==> src/rtl/pwm_decoder_if.sv <==
// Signal bundle between a PWM source and pwm_decoder: waveform/direction in, measurement results out.
interface pwm_decoder_if #(
  parameter int CNT_W = 21
);
  logic             pwm_in;
  logic [1:0]       dir_in;
  logic [CNT_W-1:0] period;
  logic [CNT_W-1:0] high_time;
  logic [3:0]       code;
  logic             valid;
  logic             stuck;
  logic             dir_err;

  modport master (
    output pwm_in, dir_in,
    input  period, high_time, code, valid, stuck, dir_err
  );

  modport slave (
    input  pwm_in, dir_in,
    output period, high_time, code, valid, stuck, dir_err
  );
endinterface

==> src/rtl/pwm_decoder.sv <==
// PWM period/high-time decoder with duty quantization and stuck-input detection.
// Optional 4-sample glitch filter enabled by defining PWM_DECODER_GLITCH_FILTER_EN.
module pwm_decoder #(
  parameter int CNT_W   = 21,
  parameter int STEP    = 500000,
  parameter int TIMEOUT = 2097151
) (
  input  logic        clk,
  input  logic        res,
  pwm_decoder_if.slave bus
);

  typedef enum logic [1:0] {
    IDLE  = 2'd0,
    HIGH  = 2'd1,
    LOW   = 2'd2,
    STUCK = 2'd3
  } state_t;

  localparam int               QW      = CNT_W + 2;
  localparam logic [CNT_W-1:0] CNT_MAX = {CNT_W{1'b1}};
  localparam logic [CNT_W-1:0] CNT_ONE = CNT_W'(1);
  localparam logic [CNT_W-1:0] CNT_ZRO = {CNT_W{1'b0}};
  localparam logic [CNT_W-1:0] TO_LAST = CNT_W'(TIMEOUT - 1);
  localparam logic [QW-1:0]    THR_1   = QW'(STEP);
  localparam logic [QW-1:0]    THR_3   = QW'(3 * STEP);
  localparam logic [QW-1:0]    THR_5   = QW'(5 * STEP);
  localparam logic [QW-1:0]    THR_7   = QW'(7 * STEP);

  function automatic logic [CNT_W-1:0] sat_inc(input logic [CNT_W-1:0] v);
    sat_inc = (v == CNT_MAX) ? v : v + CNT_ONE;
  endfunction

  // Compare 2*h against odd multiples of STEP so half-step thresholds stay exact.
  function automatic logic [2:0] quantize(input logic [CNT_W-1:0] h);
    logic [QW-1:0] h2;
    h2 = {1'b0, h, 1'b0};
    if (h2 < THR_1)      quantize = 3'b000;
    else if (h2 < THR_3) quantize = 3'b001;
    else if (h2 < THR_5) quantize = 3'b010;
    else if (h2 < THR_7) quantize = 3'b100;
    else                 quantize = 3'b111;
  endfunction

  logic             pwm_s1_q, pwm_s2_q, level_q;
  logic [1:0]       dir_s1_q, dir_s2_q;
  logic             level_s, rise_s, fall_s, timeout_s;
  state_t           state_q, state_d;
  logic [CNT_W-1:0] period_cnt_q, period_cnt_d, high_cnt_q, high_cnt_d, to_cnt_q, to_cnt_d;
  logic [CNT_W-1:0] period_q, period_d, high_time_q, high_time_d;
  logic [3:0]       code_q, code_d;
  logic             valid_q, valid_d, stuck_q, stuck_d, dir_err_q, dir_err_d;

  always_ff @(posedge clk or posedge res) begin
    if (res) begin
      pwm_s1_q <= 1'b0;
      pwm_s2_q <= 1'b0;
      dir_s1_q <= 2'b00;
      dir_s2_q <= 2'b00;
      level_q  <= 1'b0;
    end else begin
      pwm_s1_q <= bus.pwm_in;
      pwm_s2_q <= pwm_s1_q;
      dir_s1_q <= bus.dir_in;
      dir_s2_q <= dir_s1_q;
      level_q  <= level_s;
    end
  end

`ifdef PWM_DECODER_GLITCH_FILTER_EN
  logic [2:0] hist_q;

  always_ff @(posedge clk or posedge res) begin
    if (res) begin
      hist_q <= 3'b000;
    end else begin
      hist_q <= {hist_q[1:0], pwm_s2_q};
    end
  end

  // The current sample plus the three before it must agree before the level moves.
  always_comb begin
    level_s = level_q;
    if (hist_q == {3{pwm_s2_q}}) begin
      level_s = pwm_s2_q;
    end else begin
      level_s = level_q;
    end
  end
`else
  always_comb begin
    level_s = pwm_s2_q;
  end
`endif

  assign rise_s    = level_s & ~level_q;
  assign fall_s    = ~level_s & level_q;
  assign timeout_s = (state_q != STUCK) && !rise_s && (to_cnt_q == TO_LAST);

  always_ff @(posedge clk or posedge res) begin
    if (res) begin
      state_q      <= IDLE;
      period_cnt_q <= CNT_ZRO;
      high_cnt_q   <= CNT_ZRO;
      to_cnt_q     <= CNT_ZRO;
      period_q     <= CNT_ZRO;
      high_time_q  <= CNT_ZRO;
      code_q       <= 4'b0000;
      valid_q      <= 1'b0;
      stuck_q      <= 1'b0;
      dir_err_q    <= 1'b0;
    end else begin
      state_q      <= state_d;
      period_cnt_q <= period_cnt_d;
      high_cnt_q   <= high_cnt_d;
      to_cnt_q     <= to_cnt_d;
      period_q     <= period_d;
      high_time_q  <= high_time_d;
      code_q       <= code_d;
      valid_q      <= valid_d;
      stuck_q      <= stuck_d;
      dir_err_q    <= dir_err_d;
    end
  end

  always_comb begin
    state_d      = state_q;
    period_cnt_d = period_cnt_q;
    high_cnt_d   = high_cnt_q;
    to_cnt_d     = rise_s ? CNT_ZRO : sat_inc(to_cnt_q);
    period_d     = period_q;
    high_time_d  = high_time_q;
    code_d       = code_q;
    valid_d      = 1'b0;
    stuck_d      = stuck_q;
    dir_err_d    = (dir_s2_q[0] == dir_s2_q[1]);

    if (timeout_s) begin
      state_d     = STUCK;
      valid_d     = 1'b1;
      stuck_d     = 1'b1;
      period_d    = CNT_ZRO;
      high_time_d = level_s ? CNT_MAX : CNT_ZRO;
      code_d      = {dir_s2_q[0], {3{level_s}}};
    end else begin
      case (state_q)
        IDLE: begin
          if (rise_s) begin
            state_d      = HIGH;
            period_cnt_d = CNT_ONE;
            high_cnt_d   = CNT_ONE;
          end else begin
            state_d = IDLE;
          end
        end
        HIGH: begin
          // The falling-edge cycle is already low, so it counts toward the period only.
          if (fall_s) begin
            state_d      = LOW;
            period_cnt_d = sat_inc(period_cnt_q);
          end else begin
            period_cnt_d = sat_inc(period_cnt_q);
            high_cnt_d   = sat_inc(high_cnt_q);
          end
        end
        LOW: begin
          if (rise_s) begin
            state_d      = HIGH;
            valid_d      = 1'b1;
            period_d     = period_cnt_q;
            high_time_d  = high_cnt_q;
            code_d       = {dir_s2_q[0], quantize(high_cnt_q)};
            period_cnt_d = CNT_ONE;
            high_cnt_d   = CNT_ONE;
          end else begin
            period_cnt_d = sat_inc(period_cnt_q);
          end
        end
        STUCK: begin
          if (rise_s) begin
            state_d      = HIGH;
            stuck_d      = 1'b0;
            period_cnt_d = CNT_ONE;
            high_cnt_d   = CNT_ONE;
          end else begin
            state_d = STUCK;
          end
        end
        default: begin
          state_d = IDLE;
        end
      endcase
    end
  end

  assign bus.period    = period_q;
  assign bus.high_time = high_time_q;
  assign bus.code      = code_q;
  assign bus.valid     = valid_q;
  assign bus.stuck     = stuck_q;
  assign bus.dir_err   = dir_err_q;

endmodule
==> src/flat_wrapper.sv <==
// flat-port wrapper written by rule: the top's interface ports become plain ports
module pwm_decoder_flat 
#(
  parameter int CNT_W   = 21,
  parameter int STEP    = 500000,
  parameter int TIMEOUT = 2097151
)
  (clk, res, bus_pwm_in, bus_dir_in, bus_period, bus_high_time, bus_code, bus_valid, bus_stuck, bus_dir_err);
  pwm_decoder_if #(.CNT_W(CNT_W)) bus_i ();
  input  logic clk;
  input  logic res;
  input wire logic [$bits(bus_i.pwm_in)-1:0] bus_pwm_in;
  input wire logic [$bits(bus_i.dir_in)-1:0] bus_dir_in;
  output wire logic [$bits(bus_i.period)-1:0] bus_period;
  output wire logic [$bits(bus_i.high_time)-1:0] bus_high_time;
  output wire logic [$bits(bus_i.code)-1:0] bus_code;
  output wire logic [$bits(bus_i.valid)-1:0] bus_valid;
  output wire logic [$bits(bus_i.stuck)-1:0] bus_stuck;
  output wire logic [$bits(bus_i.dir_err)-1:0] bus_dir_err;
  assign bus_i.pwm_in = bus_pwm_in;
  assign bus_i.dir_in = bus_dir_in;
  assign bus_period = bus_i.period;
  assign bus_high_time = bus_i.high_time;
  assign bus_code = bus_i.code;
  assign bus_valid = bus_i.valid;
  assign bus_stuck = bus_i.stuck;
  assign bus_dir_err = bus_i.dir_err;
  pwm_decoder #(.CNT_W(CNT_W), .STEP(STEP), .TIMEOUT(TIMEOUT)) u_core (.clk(clk), .res(res), .bus(bus_i));
endmodule
==> config.mk <==
export PLATFORM = sky130hd
export DESIGN_NAME = pwm_decoder_flat
export DESIGN_NICKNAME = d
export VERILOG_FILES = /design/src/rtl/pwm_decoder_if.sv /design/src/rtl/pwm_decoder.sv /design/src/flat_wrapper.sv
export SDC_FILE = /design/constraint.sdc
export NUM_CORES = 1
export LEC_CHECK = 0
export ABC_CLOCK_PERIOD_IN_PS = 7800
export BUFFER_PORTS_ARGS = -buffer_cell sky130_fd_sc_hd__buf_4
export CAP_MARGIN = 20
export CORE_MARGIN = 2
export CORE_UTILIZATION = 38
export CTS_CLUSTER_DIAMETER = 100
export DETAILED_ROUTE_END_ITERATION = 12
export GPL_TIMING_DRIVEN = 0
export PLACE_DENSITY = 0.6
export SLEW_MARGIN = 20
export SYNTH_ARGS = -nofsm -noshare
export SYNTH_HDL_FRONTEND = slang
export SYNTH_SLANG_ARGS = --single-unit
==> constraint.sdc <==
create_clock -name clk -period 7.8 [get_ports clk]
set_input_delay 0.78 -clock clk [delete_from_list [all_inputs] [get_ports clk]]
set_output_delay 0.78 -clock clk [all_outputs]
set_load 0.01 [all_outputs]
After elaboration in Yosys (flattened, before gate mapping)
Index checks and enable logic that the tools add are counted.

storage, ports and cells
  register bits after elaboration = 121
  input bits = 5
  output and inout port bits = 49
  word-level logic and storage cells = 92

operators by class
  add/subtract/negate cells = 3
  $lt $le $gt $ge = 4
  equality and inequality tests = 16
  mux-type cells = 35
  bitwise gates (word level) = 5
  reduce and logical (&&, ||, !) cells = 14

operator list
  operator                                              number
  two-way mux 21 bit                                    14
  equality test 21 bit, second input constant           4
  adder 21 x 1 -> 21 bit, second input constant         3
  one-hot mux 21 bit (3 select lines)                   1
  < comparator 22 bit, second input constant            2
  one-hot mux 21 bit (2 select lines)                   1
  < comparator 22 x 19 -> 1 bit, second input constant  1
  < comparator 22 x 21 -> 1 bit, second input constant  1
  two-way mux 4 bit                                     3
  two-way mux 2 bit                                     5
  two-way mux 3 bit                                     3
  one-hot mux 2 bit (4 select lines)                    1
  AND reduction 2 bit                                   4
  two-way mux 1 bit                                     7
  != test 2 x 1 -> 1 bit, second input constant         3
  != test 2 bit, second input constant                  3
  != test 3 x 1 -> 1 bit, second input constant         2
  nonzero test 2 bit                                    3
  equality test 2 bit, second input constant            2
  AND reduction 4 bit                                   1
  inverter 1 bit                                        3
  OR reduction 3 bit                                    1
  AND 1 bit                                             2
  equality test 2 x 1 -> 1 bit, second input constant   1
  5 further kinds                                       6

Logic depth before layout (Yosys ltp)
Gate-level depths: netlist (run 1).

  depth in word-level cells = 8
  gate-level depth with buffers = 9
  mapped depth without buffers = 7

Least setup slack after synthesis (run 1)
No wires, ideal clock.

  path kind = reg2reg
  start = register u_core.high_cnt_q[0]
  end = register u_core.high_cnt_q[0]
  setup time = 0.120 ns
  data arrival time = 1.838 ns
  data required time = 7.680 ns
  setup slack = 5.841 ns
  stages on the path, launching flop included = 8
  buffers on the path = 1
  clock period less this slack = 1.959 ns
  path through = dfrtp_1 -> ha_1 -> nand3_1 -> or3_4 -> nor2_4 -> buf_2 -> a21oi_1 -> o211a_1

on the way
  cells in the longest elaborated chain, start to end = 4
  elaborated cells on any way between the ends = 7
  those cells by class = 1 x add/sub; 2 x eq/ne; 3 x mux; 1 x reduce/logical

ends and longest elaborated chain
  element                              RTL line            text
  start, declared                      pwm_decoder.sv:49   logic [CNT_W-1:0] period_cnt_q, period_cnt_d, high_cnt_q, high_cnt_d, to_cnt_q, to_cnt_d;
  start signal, assigned               pwm_decoder.sv:115  high_cnt_q <= high_cnt_d;
  adder 21 x 1 -> 21 bit               pwm_decoder.sv:31   sat_inc = (v == CNT_MAX) ? v : v + CNT_ONE;
  two-way mux 21 bit                   pwm_decoder.sv:31
  two-way mux 21 bit                   pwm_decoder.sv:158  if (fall_s) begin
  one-hot mux 21 bit (2 select lines)  pwm_decoder.sv:146  case (state_q)

Several ways; a longest one is shown, not always the timed one. The select of a mux whose other input is x is not followed.
A chain may end at the register's enable or synchronous reset.

Final worst setup path (run 1)
  start = register u_core.period_cnt_q[0]
  end = register u_core.period_cnt_q[0]

on the way
  cells in the longest elaborated chain, start to end = 4
  elaborated cells on any way between the ends = 5
  those cells by class = 1 x add/sub; 1 x eq/ne; 3 x mux

ends and longest elaborated chain
  element                                                                RTL line            text
  start, declared                                                        pwm_decoder.sv:49
  start signal, assigned                                                 pwm_decoder.sv:114  period_cnt_q <= period_cnt_d;
  adder 21 x 1 -> 21 bit / equality test 21 bit (equally long branches)  pwm_decoder.sv:31
  two-way mux 21 bit (*)                                                 pwm_decoder.sv:31
  two-way mux 21 bit                                                     pwm_decoder.sv:167  if (rise_s) begin
  one-hot mux 21 bit (3 select lines) (*)                                pwm_decoder.sv:146

Every way passes the cells marked *; elsewhere a longest branch is shown, timed or not.

==> results summary, run 1 <==
The count of buffers added by post-CTS timing repair for setup is 0. In this run the tightest slew margin relative to its limit is about a third. The first detailed-routing pass ran for 6 iterations. The clock edge transition at the registers on the reported setup and hold paths came out at 60 ps.

The most used flip-flop cell after synthesis is sky130_fd_sc_hd__dfrtp_1. The residual antenna-violating net count after detailed routing is 0. The cell leakage power came out at ~3.7 nW.

The multi-input combinational cell area is approximately 0.0032 mm2. The critical path class is reg -> reg. The overall routed net length came out at about 17 mm. The pin slew with the least headroom to its limit is approximately 970 ps. The routed layout has 5608 vias. The net count after synthesis came out at 676. The count of buffer and inverter cells on the critical path is 0. The total number of yosys warnings is 0. In the final layout, the share of cells above drive strength 1 is between 15 and 20%.

The post-synthesis average cell area is 9.77 um2. The number of synthesized flops with an enable pin came out at 0. The top cell types in the final layout, fill and taps aside, are sky130_fd_sc_hd__dfrtp_1 (121), sky130_fd_sc_hd__a21oi_1 (63), sky130_fd_sc_hd__buf_4 (57). Of all nets on the critical path, the largest fanout is 8.

For the worst setup path, the data arrival time is between 2000 and 3000 ps. The number of distinct library cells after synthesis is 63. On the critical path, the stage with the largest delay is an instance of sky130_fd_sc_hd__o21ai_0. Of the total synthesized cell area, the portion taken by AND, OR, NAND and NOR gates is a little under a quarter. The end-of-flow core utilization came out at between 40 and 50%. The number of nets in the final layout came out at 749. The multiplexer share of the synthesized area is around 7.7%. The count of hold buffers inserted by post-cts repair came out at 0. The kind of cell with the highest combined delay along the critical path is compound AO/OA/AOI/OAI gates. For this run, the top clock speed supported by timing is a little over 0.4 GHz. The clock passes through at most 2 buffers. The worst clock skew on the final layout is around 9 ps. The kind of end point of the critical path is a flop. The final count of pins violating max slew is 0. The floorplan step defined a die boundary enclosing between 0.015 and 0.02 mm2. Setup slack closes at around 5400 ps.

In the final routed layout, each cell accounts on average for roughly 17 um. The mapped netlist covers about 0.0065 mm2. The via count of the first global-routing pass is roughly 5400.

The number of antenna violations at the first check in global routing came out at 0. 54 I/O pins were placed. The ratio of routed vias to standard cells is approximately 5.8. Traced cell by cell, the critical path runs through ha_1 -> and4_1 -> nand4_1 -> o21ai_0 -> nor4b_1 -> a221o_1. The placement-stage worst setup slack came out at about 5400 ps.

The clock sink total is 121. The floorplan die height is between 100 and 150 um. The element type at the critical path start is a flop. Summing the areas of all fa, ha and maj instances in the mapped netlist gives around 1.7% of the synthesized area. Relative to the synthesized area, the layout overhead comes to 20.4%. The half-perimeter wire length after detailed placement is approximately 12 mm.

After synthesis, the largest family of logic cells by area is simple AND/OR/NAND/NOR gates. Counting I/O delays and the setup requirement, the final critical path takes 2440 ps. The critical path required time came out at about 8000 ps.

In this run the number of H-tree levels came out at 4. The maximum number of pins on one net before global-route repair came out at 79. The floorplan step set the die width to roughly 130 um. Dividing the final minimum period by the clock period gives a little under a third.

Setup repair after global routing left no endpoint under its margin. The share of the Yosys chip area taken by registers is between 40% and 50%. The number of gates resized after CTS was 0. The initialized floorplan defines 47 standard-cell rows. The initial detailed-routing violation count is 598.

The total congestion overflow came out at 0. The layout filler cell count came out at approximately 1500. The worst-case IR drop observed on VDD is 0.000175 V.

The initial cell density of the core is around 39%. The TritonCTS buffer count came out at 17. The floorplan core area came out at around 0.017 mm2.

The quantity of I/O buffers inserted on ports came out at between 50 and 60. The share of synthesized registers carrying an async set or reset is 100%. 0 antenna diodes ended up in the layout. The count of unresolved DRC violations after routing came out at 0. The flow ran to the end, and the final reports show no timing, DRC or antenna violations.

The source-to-sink clock delay at the later pin of the worst-skew pair came out at ~430 ps. The kind of path behind the tightest hold check is reg -> reg. Summing all flip-flop and latch instances after layout gives 0.00303 mm2.

The final-layout setup total negative slack is 0 ps. The max-cap check violation count is 0. The area fraction in compound gates after synthesis came out at 15.8%. The synthesized design contains approximately 120 register bits. Across every metal layer, demand over resource in global routing totals around 19%.

On the worst path, the slowest cell contributes a delay of roughly 530 ps. The synthesized instance count is approximately 660. Setup violations remaining at the end of the flow were counted as 0. Of the total synthesized cell area, the portion taken by XOR and XNOR cells is 0.676%. The library cell used most frequently in the layout, excluding fill and tap cells, is sky130_fd_sc_hd__dfrtp_1. The cell sitting at the root of the clock tree is a sky130_fd_sc_hd__clkbuf_16. TritonCTS built the clock tree. The number of endpoints with negative hold slack in the final report came out at 0. At the end of routability-driven placement, the weighted congestion stood at around 0.87. The first global-routing pass estimated between 20 and 30 mm of wire. The power density normalized to cell area came out at around 250 mW/mm2.
## area by class of cell
class	count	area share, %
clock buffer	18	5.63
clock inverter	14	2.23
tap	220	3.53
buffer	46	2.94
timing repair buffer	54	5.45
inverter	10	0.545
multi-input combinational	486	40.8
sequential	121	38.8
## worst paths after layout
path / startpoint / endpoint / slack (ps) / cells after the start
max: u_core.period_cnt_q[0] / u_core.period_cnt_q[0] / 5360 / 6
min: u_core.dir_s1_q[0] / u_core.dir_s2_q[0] / 350 / 0
max reg2reg: u_core.period_cnt_q[0] / u_core.period_cnt_q[0] / 5360 / 6
min reg2reg: u_core.dir_s1_q[0] / u_core.dir_s2_q[0] / 350 / 0
max in group asynchronous: res / u_core.bus.period[19] / 6630 / 3
min in group asynchronous: res / u_core.dir_s1_q[0] / 500 / 2
## synth_stat cells, types with 11 or more instances
cell | n | share of area [%]
sky130_fd_sc_hd__nand4_1 | 26 | 2.5
sky130_fd_sc_hd__o31ai_1 | 20 | 2.3
sky130_fd_sc_hd__nand2_1 | 50 | 2.9
sky130_fd_sc_hd__nor3_1 | 12 | 0.93
sky130_fd_sc_hd__nand3_1 | 31 | 2.4
sky130_fd_sc_hd__or3_1 | 13 | 1.3
sky130_fd_sc_hd__mux2i_1 | 49 | 7.6
sky130_fd_sc_hd__nor2_1 | 52 | 3.0
sky130_fd_sc_hd__and3_1 | 11 | 1.1
sky130_fd_sc_hd__or4_1 | 24 | 2.8
sky130_fd_sc_hd__o21ai_0 | 14 | 1.1
sky130_fd_sc_hd__buf_2 | 18 | 1.4
sky130_fd_sc_hd__dfrtp_1 | 121 | 47
sky130_fd_sc_hd__nand2b_1 | 12 | 1.2
sky130_fd_sc_hd__a21oi_1 | 63 | 4.9
sky130_fd_sc_hd__clkbuf_1 | 15 | 0.87
## sequential cells by signal, indices dropped and copies added, names as in the netlist, 2 cells and up
| signal | flops |
|---|---|
| u_core.dir_s2_q | 2 |
| u_core.bus.code | 4 |
| u_core.bus.high_time | 21 |
| u_core.period_cnt_q | 21 |
| u_core.bus.period | 21 |
| u_core.high_cnt_q | 21 |
| u_core.state_q | 2 |
| u_core.dir_s1_q | 2 |
| u_core.to_cnt_q | 21 |
## metrics by stage
step	cell area [um2]	instances	power [mW]	hold WS, ps
floorplan	6480	663	1.01	331
global placement	7150	936	1.13	333
detailed placement	7190	937	1.15	336
CTS	7800	969	1.96	349
global route	7800	969	2.04	351
finish	7800	969	1.95	346
## report_power, final
group	switching [mW]	total [mW]	internal (mW)
clock	0.298	0.809	0.511
combinational	0.249	0.411	0.162
sequential	0.0531	0.728	0.675
total	0.600	1.95	1.35
## kinds of logic (layout without fill, tap and decap cells)
family / after synthesis / count (layout)
DFF: 121 / 121
buffers and inverters: 56 / 142
and+or+nand+nor: 270 / 270
xor gates and xnor gates: 5 / 5
adders and majority gates: 9 / 9
muxes: 50 / 50
AOI/OAI and AO/OA: 152 / 152
## layer usage
metal,up-vias,share of wire (%),global-route usage [%]
li1,2641,-,-
met1,2752,44,25.2
met2,176,47,30.5
met3,39,5.8,4.73
met4,0,2.9,9.12
met5,-,0,0
No activity file was read; power rests on OpenSTA's default activity.
==> inputs of run 2 (changes only) <==
ABC_AREA = 1   (was default)
ABC_CLOCK_PERIOD_IN_PS = 2400   (was 7800)
clock period = 2.4 ns   (was 7.8 ns; I/O delays follow)
==> results summary, run 2 <==
Counting instances in the post-synthesis netlist gives the leading cell types as sky130_fd_sc_hd__nand2_1 (218), sky130_fd_sc_hd__dfrtp_1 (121), sky130_fd_sc_hd__nor2_1 (119). The core region is about 0.017 mm2. The number of endpoints with negative hold slack in the final report came out at 0. Data on the critical path is required at its endpoint by around 2700 ps. The final count of pins violating max slew came out at 0.

At the pin with the least slew margin, the transition time is roughly 730 ps. The commonest register cell after synthesis is sky130_fd_sc_hd__dfrtp_1. Fill cells in the final layout number around 1700. The pre-antenna-repair detailed-routing pass consisted of 4 iterations. The width of the die came out at approximately 140 um. Setup violations remaining at the end of the flow were counted as 0. The flow ran to the end, and the final reports show no timing, DRC or antenna violations. The summed instance area of the synthesized netlist is approximately 0.0067 mm2. During synthesis, Yosys emitted a total of 0 warnings.

Leaving out fill and tap cells, the most frequent cell in the layout is sky130_fd_sc_hd__nand2_1. The area growth from synthesis to final layout came out at 21.1%. The placed instances occupy a cell area of 0.00744 mm2. The kind of path behind the tightest hold check is reg -> reg.

The post-layout minimum cycle time is between 2000 and 2500 ps. The element type at the critical path start is a flop. The share of synthesized registers carrying an async set or reset is between 90% and 100%. Counting flops with a built-in enable in the synthesized netlist gives 0. The worst hold path terminates at u_core.level_s. The total congestion overflow is 0. The floorplan die height came out at around 140 um. The synthesized instance count is about 870. The number of antenna repair diodes is 0. The setup path with the least slack is of type reg -> reg. The overall routed net length is ~18 mm. The routed wire length per instance is 15.1 um. The startpoint identified for the worst register-to-register timing path is u_core.high_cnt_q[1]. The post-route clock period utilization came out at around 92%.

The count of buffers added by post-CTS timing repair for setup came out at 0. Across the routed clock network, the largest skew measured is 9.47 ps. In the post-synthesis netlist, the biggest area contributors are sky130_fd_sc_hd__dfrtp_1 (45%), sky130_fd_sc_hd__nand2_1 (12%), sky130_fd_sc_hd__nor2_1 (6.7%).

TritonCTS built the clock tree. The TritonCTS buffer count came out at 17. At the end of routability-driven placement, the weighted congestion stood at slightly above 0.9. Counting flops and latches in the post-synthesis netlist gives roughly 120.

The initial detailed-routing violation count came out at around 350. The number of cells on the worst reg-to-reg path is 11. The number of top-level pins came out at 54. The number of nets in the final layout is roughly 960.

The number of buffers between clock root and the deepest sink came out at 2. The placement-stage worst setup slack came out at approximately 78 ps. The top cell types in the final layout, fill and taps aside, are sky130_fd_sc_hd__nand2_1 (218), sky130_fd_sc_hd__dfrtp_1 (121), sky130_fd_sc_hd__nor2_1 (118).

The tree is rooted in a sky130_fd_sc_hd__clkbuf_16. The overall fraction of global-route tracks in use is 20.9%. The net count after synthesis came out at ~880. In this run the critical register-to-register path is captured at u_core.high_cnt_q[7]. The die covers between 0.015 and 0.02 mm2. The ratio of routed vias to standard cells came out at 4.96. The reg2reg setup slack is ~200 ps. The synthesized design spends more area on one cell type than any other, namely sky130_fd_sc_hd__dfrtp_1. The number of distinct library cells after synthesis came out at 41. For this design the ratio of total power to cell area is between 800 and 900 mW/mm2. The top-area cell type share of the netlist area is 45.4%. The source-to-sink clock delay at the later pin of the worst-skew pair came out at between 400 and 500 ps. After routing the design area is between 0.008 and 0.009 mm2. Summing internal, switching and leakage power gives 7.08 mW. The max-cap check violation count came out at 0.

The signal arrival time at the worst endpoint is approximately 2500 ps. Counting instances, the worst hold path has a depth of 0. The half-perimeter wire length after detailed placement is roughly 13 mm. The quantity of I/O buffers inserted on ports came out at 53. The clock edge transition at the registers on the reported setup and hold paths is around 50 ps. The clock sink total is between 100 and 150. The initial cell density of the core came out at 38.7%.

The maximum vdd ir drop came out at 0.000649 V. The worst slew margin relative to its limit is around half. The residual antenna-violating net count after detailed routing is 0. The fraction of the yosys area taken by sequential cells came out at a little under half. After detailed routing, the number of remaining DRC violations is 0. The maximum number of pins on one net before global-route repair is 30. The fraction of layout instances using a drive strength above 1 is roughly 17%.

The number of antenna violations at the first check in global routing is 0. Setup repair after global routing left no endpoint under its margin. The number of standard-cell rows in the floorplan came out at 48. The via count of the first global-routing pass was between 5000 and 6000. The maximum net fanout on the critical path is 10. The critical hold path startpoint is u_core.pwm_s1_q. In this run the number of H-tree levels came out at 4.

The maximum clock frequency is 0.455 GHz. The worst setup path is captured at a flop. The post-synthesis average cell area is approximately 7.7 um2.

The via count of the routed design is roughly 5900. For the final routed database, the setup TNS stands at 0 ps. sky130_fd_sc_hd__nand2_1 is the most common cell in the netlist. The least setup slack across all paths after layout is roughly 200 ps. The first global-routing pass estimated slightly above 30 mm of wire. The cell leakage power came out at between 3 and 4 nW.
## run 2: worst max-delay path by stage
stage | start | endpoint | slack, ps | depth (start not counted)
4_1_cts | u_core.state_q[0] | u_core.bus.period[2] | 70 | 12
2_1_floorplan | u_core.state_q[0] | u_core.bus.period[13] | 540 | 11
5_1_grt | u_core.high_cnt_q[0] | u_core.high_cnt_q[7] | 50 | 11
6_report | u_core.high_cnt_q[1] | u_core.high_cnt_q[7] | 200 | 11
3_3_place_gp | res | u_core.high_cnt_q[3] | -220 | 2
3_5_place_dp | u_core.state_q[0] | u_core.bus.period[2] | 80 | 12
## run 2: repair_timing
item / in CTS / in global routing
endpoints found under the hold margin: 19 / 0
resized for setup: 0 / 2
setup endpoints to repair: 0 / 33
hold buffers: 4 / 0
## run 2: layout make-up
type	instances	area (um2)	share of cell area [%]
Clock buffer	23	488	6.04
Inverter	94	359	4.44
Timing Repair Buffer	61	518	6.41
Clock inverter	7	116	1.44
Multi-Input combinational cell	625	3100	38.3
Buffer	29	196	2.43
Sequential cell	121	3030	37.4
Tap cell	225	282	3.48
## run 2: worst max-delay path, cell delays in order, from the launching register on
cell and delay (ps):
sky130_fd_sc_hd__dfrtp_1 450, sky130_fd_sc_hd__ha_1 330, sky130_fd_sc_hd__nand3_2 160, sky130_fd_sc_hd__nor2_4 190
sky130_fd_sc_hd__nand4_2 140, sky130_fd_sc_hd__nor2_2 160, sky130_fd_sc_hd__nand2_2 120, sky130_fd_sc_hd__nand2_4 140
sky130_fd_sc_hd__nand2_4 80, sky130_fd_sc_hd__buf_6 160, sky130_fd_sc_hd__nand4_1 70, sky130_fd_sc_hd__nand2_1 70
## run 2: logic make-up (layout without fill, tap and decap cells)
logic type	Yosys count	in the layout	synth area share [%]
AO/OA/AOI/OAI	121	121	10.6
XOR/XNOR	20	20	2.62
adder cells (fa/ha/maj)	8	8	1.50
buffers and inverters	123	214	8.27
flip-flops	121	121	45.4
AND/OR/NAND/NOR	476	476	31.6
## run 2: power breakdown
part | internal (mW) | total (mW) | switching (mW)
Clock | 1.73 | 2.64 | 0.915
Combinational | 0.706 | 1.92 | 1.22
Sequential | 2.30 | 2.52 | 0.221
Total | 4.73 | 7.08 | 2.35
## run 2: per-layer routing
| metal | wire [um] | vias to the layer above | part of all wire [%] | track usage [%] |
|---|---|---|---|---|
| met5 | 0 | - | 0 | 0 |
| met2 | 8560 | 87 | 48 | 33.4 |
| li1 | - | 2980 | - | - |
| met4 | 261 | 0 | 1.5 | 6.37 |
| met3 | 683 | 22 | 3.8 | 5.00 |
| met1 | 8390 | 2787 | 47 | 28.1 |
## run 2: per-stage QoR
stage	util (%)	hold WS (ps)	std cells
6_report	46.9	346	1185
5_1_grt	46.9	353	1185
4_1_cts	46.9	347	1185
3_5_place_dp	43.2	304	1151
3_3_place_gp	42.7	332	1147
2_1_floorplan	-	271	869
